===== src/rtl/alu_pkg.sv =====
// rtl/alu_pkg.sv - op encodings and saturation limits for the add/sub pipeline
package alu_pkg;

  localparam logic [1:0] OP_SUB  = 2'b00;
  localparam logic [1:0] OP_ADD  = 2'b01;
  localparam logic [1:0] OP_SUBS = 2'b10;
  localparam logic [1:0] OP_ADDS = 2'b11;

  localparam int MAX_W = 64;

  // Callers truncate the result to their own width.
  function automatic logic [MAX_W-1:0] sat_max(input int w);
    logic [MAX_W-1:0] v;
    v = '0;
    for (int i = 0; i < MAX_W; i++) begin
      if (i < w - 1) v[i] = 1'b1;
    end
    return v;
  endfunction

  function automatic logic [MAX_W-1:0] sat_min(input int w);
    logic [MAX_W-1:0] v;
    v = '0;
    for (int i = 0; i < MAX_W; i++) begin
      if (i == w - 1) v[i] = 1'b1;
    end
    return v;
  endfunction

endpackage


===== src/rtl/addsub_slice.sv =====
// rtl/addsub_slice.sv - one combinational slice of the split carry chain
module addsub_slice #(
  parameter int SW = 16
) (
  input  logic [SW-1:0] a,
  input  logic [SW-1:0] b,
  input  logic          cin,
  output logic [SW-1:0] sum,
  output logic          cout
);

  assign {cout, sum} = {1'b0, a} + {1'b0, b} + {{SW{1'b0}}, cin};

endmodule


===== src/rtl/alu_addsub_pipe.sv =====
// rtl/alu_addsub_pipe.sv - pipelined add/sub with saturation, flags and sticky overflow
module alu_addsub_pipe
  import alu_pkg::*;
#(
  parameter int WIDTH  = 32,
  parameter int STAGES = 2,
  parameter int SAT_EN = 1
) (
  input  logic             clk,
  input  logic             rst_n,
  input  logic             in_valid,
  output logic             in_ready,
  input  logic [WIDTH-1:0] a,
  input  logic [WIDTH-1:0] b,
  input  logic [1:0]       op,
  output logic             out_valid,
  input  logic             out_ready,
  output logic [WIDTH-1:0] y,
  output logic             pos_ovf,
  output logic             neg_ovf,
  output logic             carry,
  output logic             zero,
  input  logic             clr_sticky,
  output logic             sticky_ovf
);

  localparam int SW = WIDTH / STAGES;
  localparam int L  = STAGES - 1;
  localparam logic [MAX_W-1:0] SMAX_F = sat_max(WIDTH);
  localparam logic [MAX_W-1:0] SMIN_F = sat_min(WIDTH);
  localparam logic [WIDTH-1:0] SMAX = SMAX_F[WIDTH-1:0];
  localparam logic [WIDTH-1:0] SMIN = SMIN_F[WIDTH-1:0];
  localparam bit SAT_ON = (SAT_EN != 0);

  logic [STAGES-1:0] v_q, adv, load;
  logic [WIDTH-1:0]  a_q [STAGES];
  logic [WIDTH-1:0]  b_q [STAGES];
  logic [WIDTH-1:0]  r_q [STAGES];
  logic              c_q [STAGES];
  logic              sat_q [STAGES];

  logic [WIDTH-1:0]  src_a [STAGES];
  logic [WIDTH-1:0]  src_b [STAGES];
  logic [WIDTH-1:0]  src_r [STAGES];
  logic [WIDTH-1:0]  nxt_r [STAGES];
  logic              src_c [STAGES];
  logic              src_sat [STAGES];
  logic [SW-1:0]     sum_s [STAGES];
  logic              cout_s [STAGES];

  logic is_sub, is_sat, room, xfer;

  assign is_sub = (op == OP_SUB) || (op == OP_SUBS);
  assign is_sat = (op == OP_SUBS) || (op == OP_ADDS);

  // b is stored pre-inverted for subtraction, so later stages never look at op.
  always_comb begin
    src_a[0]   = a;
    src_b[0]   = is_sub ? ~b : b;
    src_r[0]   = '0;
    src_c[0]   = is_sub;
    src_sat[0] = is_sat;
    for (int k = 1; k < STAGES; k++) begin
      src_a[k]   = a_q[k-1];
      src_b[k]   = b_q[k-1];
      src_r[k]   = r_q[k-1];
      src_c[k]   = c_q[k-1];
      src_sat[k] = sat_q[k-1];
    end
  end

  for (genvar k = 0; k < STAGES; k++) begin : g_slice
    addsub_slice #(.SW(SW)) u_slice (
      .a    (src_a[k][k*SW +: SW]),
      .b    (src_b[k][k*SW +: SW]),
      .cin  (src_c[k]),
      .sum  (sum_s[k]),
      .cout (cout_s[k])
    );
    assign nxt_r[k] = src_r[k] | (WIDTH'(sum_s[k]) << (k * SW));
  end

  // A stage moves when any later stage is empty or the consumer takes the result.
  always_comb begin
    adv  = '0;
    load = '0;
    room = out_ready;
    for (int k = L; k >= 0; k--) begin
      adv[k] = v_q[k] & room;
      room   = room | ~v_q[k];
    end
    load[0] = in_valid & in_ready;
    for (int k = 1; k < STAGES; k++) load[k] = adv[k-1];
  end

  assign in_ready = ~v_q[0] | adv[0];
  assign xfer     = out_valid & out_ready;

  always_ff @(posedge clk) begin
    if (!rst_n) begin
      v_q        <= '0;
      sticky_ovf <= 1'b0;
      for (int k = 0; k < STAGES; k++) begin
        a_q[k]   <= '0;
        b_q[k]   <= '0;
        r_q[k]   <= '0;
        c_q[k]   <= 1'b0;
        sat_q[k] <= 1'b0;
      end
    end else begin
      for (int k = 0; k < STAGES; k++) begin
        if (load[k]) begin
          v_q[k]   <= 1'b1;
          a_q[k]   <= src_a[k];
          b_q[k]   <= src_b[k];
          r_q[k]   <= nxt_r[k];
          c_q[k]   <= cout_s[k];
          sat_q[k] <= src_sat[k];
        end else if (adv[k]) begin
          v_q[k] <= 1'b0;
        end
      end
      if (xfer && (pos_ovf || neg_ovf)) sticky_ovf <= 1'b1;
      else if (clr_sticky)               sticky_ovf <= 1'b0;
    end
  end

  // With b pre-inverted, ADD and SUB share one overflow rule on the sign bits.
  assign pos_ovf   = ~a_q[L][WIDTH-1] & ~b_q[L][WIDTH-1] &  r_q[L][WIDTH-1];
  assign neg_ovf   =  a_q[L][WIDTH-1] &  b_q[L][WIDTH-1] & ~r_q[L][WIDTH-1];
  assign y         = (SAT_ON & sat_q[L] & pos_ovf) ? SMAX :
                     (SAT_ON & sat_q[L] & neg_ovf) ? SMIN : r_q[L];
  assign carry     = c_q[L];
  assign out_valid = v_q[L];
  assign zero      = v_q[L] & (y == '0);

endmodule


===== config.mk =====
export PLATFORM = sky130hd
export DESIGN_NAME = alu_addsub_pipe
export DESIGN_NICKNAME = d
export VERILOG_FILES = /design/src/rtl/alu_pkg.sv /design/src/rtl/addsub_slice.sv /design/src/rtl/alu_addsub_pipe.sv
export SDC_FILE = /design/constraint.sdc
export NUM_CORES = 1
export LEC_CHECK = 0
export ABC_AREA = 1
export CORE_MARGIN = 2
export CORE_UTILIZATION = 35
export CTS_CLUSTER_SIZE = 12
export DETAILED_ROUTE_END_ITERATION = 8
export MAX_ROUTING_LAYER = met4
export PLACE_DENSITY_LB_ADDON = 0.05
export SLEW_MARGIN = 40
export SYNTH_ARGS = -nofsm -noshare
export SYNTH_HDL_FRONTEND = slang
export SYNTH_SLANG_ARGS = --single-unit

===== constraint.sdc =====
create_clock -name clk -period 2.6 [get_ports clk]
set_input_delay 0.78 -clock clk [delete_from_list [all_inputs] [get_ports clk]]
set_output_delay 0.78 -clock clk [all_outputs]
set_load 0.03 [all_outputs]

==> results of run 1 <==
[what timing repair did]
action,CTS,global route
pin swaps,8,11
gates resized for setup,65,76
setup buffers,4,6
endpoints found under the setup margin,32,33
gates cloned,1,0
[stage by stage]
stage	area (µm²)	utilization (%)	power (mW)	hold WS, ns
5_1_grt	7850	49.6	4.71	0.507
4_1_cts	7780	49.2	4.47	0.471
2_1_floorplan	5640	-	2.56	0.519
6_report	7850	49.6	4.46	0.466
3_3_place_gp	7390	46.7	3.15	0.458
3_5_place_dp	7390	46.7	3.16	0.461
[registers in the layout (all words and copies together) (netlist names)]
| signal | cells |
|---|---|
| c_q | 2 |
| r_q | 48 |
| sticky_ovf | 1 |
| sat_q | 2 |
| v_q | 2 |
| b_q | 17 |
| a_q | 17 |
[kinds of logic (layout without fill, tap and decap cells)]
kind of cell             count (synthesis)  count (layout)  synth area share [%]
buffers and inverters                  114             283                  7.97
AND/OR/NAND/NOR                        326             326                  23.3
AO/OA/AOI/OAI                           95              95                  9.21
adder cells (fa/ha/maj)                 33              33                  7.72
flip-flops                              89              89                  46.9
XOR/XNOR                                32              32                  4.97
[layer usage]
layer  global-route usage [%]  vias up  routed length, µm  share of wire [%]
met5                        -        -                  0                  0
met4                     4.69        0                155                1.1
met3                     2.48       11                563                3.9
met2                     25.9      120               6150                 43
met1                     25.7     2228               7490                 52
li1                         -     2568                  -                  -
[worst max-delay path, cell delays in order, from the launching register on]
cell and delay, ns:
edfxtp_1 0.42, inv_2 0.10, nand4_1 0.09, buf_6 0.16, buf_8 0.14, o21ai_2 0.06
nand3_2 0.09, nor2_2 0.13, nand3_1 0.08, nor2_1 0.11, buf_4 0.16
[layout make-up]
cell class | instances | area share, %
flip-flops and latches | 89 | 33.7
multi-input cells | 486 | 34.3
well taps | 216 | 3.44
inverters | 96 | 4.59
repair buffers | 171 | 20.2
clock buffers | 9 | 2.87
clock inverters | 7 | 0.972
[power groups by stage]
stage / combinational (mW) / clock (mW) / sequential (mW)
5_1_grt: 1.50 / 1.40 / 1.81
2_1_floorplan: 0.753 / 0 / 1.80
3_5_place_dp: 1.34 / 0 / 1.82
3_3_place_gp: 1.33 / 0 / 1.82
6_report: 1.35 / 1.32 / 1.80
4_1_cts: 1.32 / 1.36 / 1.80
[synth_stat cells (all sizes together)]
cell type	instances
inv	96
o21ai	31
ha	30
and2	4
xor2	17
nor3	3
nand4	4
xnor2	15
dfxtp	3
a41oi	1
o21bai	2
nand3	31
clkbuf	3
nand2	174
buf	15
a211oi	1
a21o	1
fa	3
edfxtp	86
o211ai	2
o21a	4
a21oi	53
nand3b	4
nor2	106
[path summary, 6_finish.rpt]
kind                         endpoint                      from  slack, ns
max                              zero  r_q[0][63]$_SDFFCE_PN0P_      -0.06
min reg2reg   sticky_ovf$_SDFFE_PN0P_   sticky_ovf$_SDFFE_PN0P_       0.47
min           sticky_ovf$_SDFFE_PN0P_   sticky_ovf$_SDFFE_PN0P_       0.47
max reg2reg  r_q[0][62]$_SDFFCE_PN0P_  b_q[0][16]$_SDFFCE_PN0P_       0.28
==> flow_metrics.tcl, run 1 <==
set metrics [dict create \
    avgSynthCellArea_um2 8.18 \
    multi_input_area_um2 2690 \
    max_slew_margin_pct 76.3 \
    ir_drop_v 0.000430 \
    ys_warn_count 0 \
    drt_iter0_markers 185 \
    synth_top_area_share_pct 45.8 \
    crit_path_start_kind "flop" \
    num_rows 46 \
    combPwrFrac_pct 30.2 \
    place_congestion 0.894 \
    drt_wl_total_um 14400 \
    drc 0 \
    final-seq-area_um2 2640 \
    drt-wirelength-per-cell_um 13.4 \
    clockPowerShare_pct 29.5 \
    start_util_pct 35.6 \
    swShare_pct 31.2 \
    drive_above_1_share_pct 16.4 \
    crit_type "flop to output pin" \
    setup_violations 1 \
    hold_depth 2 \
    vias 4927 \
    clock_skew_ns 0.00912 \
    critical_path.max_fanout 8 \
    slew_viol_final 0 \
    fp.dieH_um 131 \
    p_leak_nw 3.74 \
    grt_pass1_wl_um 22600 \
    cts_root_buffer "clkbuf_16" \
    synthTopCellsByArea "edfxtp_1 (46%), nand2_1 (12%), nor2_1 (7.1%)" \
    ant_nets 0 \
    layout_commonest_cell "nand2_1" \
    cts_made_buffers 9 \
    syn_to_final_growth_pct 39.3 \
    yosys.cell_types.count 31 \
    min_path_type "flop to flop" \
    tightest_slew_ns 0.351 \
    final.setup.tns_ns -0.0585 \
    synth_seq_area_share_pct 46.9 \
    clk_pin_slew_worst_paths_ns 0.07 \
    hold_buffers 0 \
    antenna_found_initial 0 \
    r2r_cells 10 \
    die_x_um 131 \
    cp-end-kind "output pin" \
    grt_pass1_vias 4540 \
    pre_cts_ws_ns -0.358 \
    first_pass_iters 5 \
    track_usage_pct 17.7 \
    crit_required_ns 1.82 \
    violations "setup timing" \
    ios 110 \
    via_per_inst 4.59 \
    maxCapViolCount 0 \
    status "finished with violations" \
    htree_levels 3 \
    fill_cells 1540 \
    dp.cells 1047 \
    arrival_ns 1.88 \
    ys_ff_latch 89 \
    intPower_mw 3.07 \
    clk_latency_ns 0.34 \
    rsz0062_at_grt "true" \
    grt_max_degree 37 \
    finalCritPeriodShare_pct 102 \
    cts.path.max_buffers 2 \
    core_um2 15800 \
    p_switching_mw 1.39 \
    clock_sinks 89 \
    n_antenna_cell 0 \
    hold_viol 0 \
    dpl.hpwl_um 11500 \
    synth.net_count 793 \
    num-nets-final 957 \
    stdcell_count 1074 \
    cts_tree "yes" \
    maxClockFrequency_mhz 376 \
    mostFrequentLayoutCells "nand2_1 (156), nor2_1 (105), inv_1 (94), edfxtp_1 (86), clkdlybuf4s50_1 (70)" \
    powerDensity_nw_per_um2 568 \
    netlist_instances 689 \
    p_seq_share_pct 40.3 \
    io_buffers 109 \
    synth_largest_area_cell "edfxtp_1" \
    min_period_ns 2.66 \
    setup_ws_ns -0.0585 \
    grt-ovfl-total 0 \
    synth_area_um2 5640 \
    design.die.area_um2 17100 \
]
(Power assumes the default switching activity.)
==> inputs of run 2 (changes only) <==
Settings changed: CTS_BUF_LIST set to sky130_fd_sc_hd__clkbuf_8 sky130_fd_sc_hd__clkbuf_16.
==> results of run 2 <==
Same layout as run 1: the final DEF is identical, and so are final timing and power.
==> inputs of run 3 (changes only) <==
Settings changed: PLACE_DENSITY_LB_ADDON 0.05 to 0.2.
==> run 3 against run 2 <==
Net effect: clock skew about the same; critical path depth unchanged; flip-flop and latch count unchanged; highest routed layer unchanged; non-clock buffer count decreased by 8; cell area decreased by 3.2%; via count decreased by 3.1%; power decreased by 4.2%; routed wire length decreased by 3.9%; the flow still finishes with violations (setup timing); fmax increased by 1.4%.
==> flow_metrics.tcl, run 3 (synthesis gave the netlist of run 1 again) <==
set metrics [dict create \
    drt_iter0_markers 262 \
    first_pass_iters 4 \
    num_rows 46 \
    finalCritPeriodShare_pct 101 \
    crit_slowest_cell "edfxtp_1" \
    ios 110 \
    core_um2 15800 \
    maxCapViolCount 0 \
    via_per_inst 4.48 \
    clock_skew_ns 0.00875 \
    powerDensity_nw_per_um2 562 \
    cts_made_buffers 9 \
    cp_num_buf_inv 4 \
    tightest_slew_ns 0.311 \
    fp.dieH_um 131 \
    p_switching_mw 1.36 \
    min_path_type "flop to flop" \
    p_seq_share_pct 42.0 \
    critPathMaxStageDelay_ns 0.41 \
    mostFrequentLayoutCells "nand2_1 (158), nor2_1 (104), inv_1 (93), edfxtp_1 (86), clkdlybuf4s50_1 (72)" \
    combPwrFrac_pct 30.3 \
    largest_reg_flops 48 \
    crit_chain "inv_2 -> nand4_1 -> buf_6 -> buf_2 -> nand2_2 -> nand3_1 -> nor2_1 -> nand3_1 -> nor2_1 -> buf_4" \
    dpl.hpwl_um 11000 \
    cts.path.max_buffers 2 \
    start_util_pct 35.6 \
    swShare_pct 31.9 \
    pre_cts_ws_ns -0.348 \
    rsz0062_at_grt "true" \
    ir_drop_v 0.000317 \
    setup_violations 1 \
    cts_root_buffer "clkbuf_16" \
    drc 0 \
    layout_commonest_cell "nand2_1" \
    critical_path.max_fanout 5 \
    track_usage_pct 17.4 \
    num-nets-final 949 \
    crit_path_start_kind "flop" \
    crit_type "flop to output pin" \
    slew_viol_final 0 \
    grt_pass1_wl_um 22300 \
    grt_pass1_vias 4439 \
    regMostFlops "r_q" \
    place_congestion 0.902 \
    grt-ovfl-total 0 \
    clk_pin_slew_worst_paths_ns 0.07 \
    whs_ns 0.475 \
    design.die.area_um2 17100 \
    setup_ws_ns -0.0219 \
    htree_levels 3 \
    min_period_ns 2.62 \
    cts_tree "yes" \
    drive_above_1_share_pct 16.4 \
    p_leak_nw 3.62 \
    clock_sinks 89 \
    syn_to_final_growth_pct 34.8 \
    crit_required_ns 1.82 \
    violations "setup timing" \
    clockPowerShare_pct 27.8 \
    cp-end-kind "output pin" \
    r2r_cells 10 \
    maxClockFrequency_mhz 381 \
    intPower_mw 2.91 \
    n_antenna_cell 0 \
    drt-wirelength-per-cell_um 12.9 \
    hold_viol 0 \
    crit_cells 10 \
    reg_top3 "r_q (48), a_q (17), b_q (17)" \
    die_x_um 131 \
    drt_wl_total_um 13800 \
    status "finished with violations" \
    fill_cells 1556 \
    ant_nets 0 \
    arrival_ns 1.84 \
    antenna_found_initial 0 \
    max_slew_margin_pct 79.2 \
    io_buffers 109 \
    hold_depth 2 \
    final-seq-area_um2 2640 \
    clk_latency_ns 0.34 \
    grt_max_degree 51 \
    vias 4775 \
    cp_top_family "buffers and inverters" \
    multi_input_area_um2 2640 \
]
-- run 3: cell count changes in the layout (fill, tap and decap cells not counted), moves of 3 or more --
cell,change
inv_6,-3
clkinv_2,+3
buf_12,-3
buf_4,-4
buf_8,-3
nand2_4,-4
clkdlybuf4s15_1,-8
clkbuf_2,+10
-- run 3: what timing repair did --
item                                   in CTS  in global routing
buffers inserted                            3                  4
setup endpoints to repair                  31                 40
gates resized for setup                    41                 89
cloned                                      0                  1
pin swaps                                   7                 14
endpoints found under the hold margin       0                  0
hold buffers                                0                  0
-- run 3: stage by stage --
stage	util, %	std cells	TNS [ns]	power [mW]	instance area [µm²]
after detailed placement	46.2	1042	-3.25	3.14	7320
after global placement	46.2	1042	-2.62	3.13	7320
final	48.0	1066	-0.0219	4.27	7600
after global routing	48.0	1066	-0.216	4.53	7600
after CTS	48.0	1061	-0.0416	4.31	7600
after floorplan	-	689	0	2.56	5640
-- run 3: final cells by class --
class | instances | area share, %
Tap cell | 216 | 3.56
Multi-Input combinational cell | 486 | 34.7
Sequential cell | 89 | 34.8
Clock inverter | 7 | 0.609
Timing Repair Buffer | 163 | 18.6
Inverter | 96 | 4.77
Clock buffer | 9 | 2.96
-- run 3: metal layers --
| metal | up-vias | part of all wire (%) | track usage, % |
|---|---|---|---|
| li1 | 2545 | - | - |
| met1 | 2116 | 51 | 25.3 |
| met2 | 98 | 44 | 25.3 |
| met3 | 16 | 4.1 | 2.08 |
| met4 | 0 | 1.6 | 5.63 |
| met5 | - | 0 | - |
-- run 3: power groups by stage --
stage / Sequential [mW] / Combinational (mW) / Clock (mW)
global placement: 1.82 / 1.31 / 0
CTS: 1.79 / 1.29 / 1.23
detailed placement: 1.82 / 1.31 / 0
finish: 1.79 / 1.29 / 1.19
global route: 1.81 / 1.44 / 1.28
floorplan: 1.80 / 0.753 / 0
-- run 3: path summary, 6_finish.rpt --
| check | startpoint | to | slack (ns) |
|---|---|---|---|
| max reg2reg | b_q[0][16]$_SDFFCE_PN0P_ | r_q[0][62]$_SDFFCE_PN0P_ | 0.27 |
| max | r_q[0][63]$_SDFFCE_PN0P_ | zero | -0.02 |
| min reg2reg | sticky_ovf$_SDFFE_PN0P_ | sticky_ovf$_SDFFE_PN0P_ | 0.48 |
| min | sticky_ovf$_SDFFE_PN0P_ | sticky_ovf$_SDFFE_PN0P_ | 0.48 |
-- run 3: worst min-delay path, delay by kind of cell (launching register included) --
kind	cells	cell delay (ns)
DFF	1	0.31
AOI/OAI and AO/OA	1	0.06
and+or+nand+nor	1	0.06
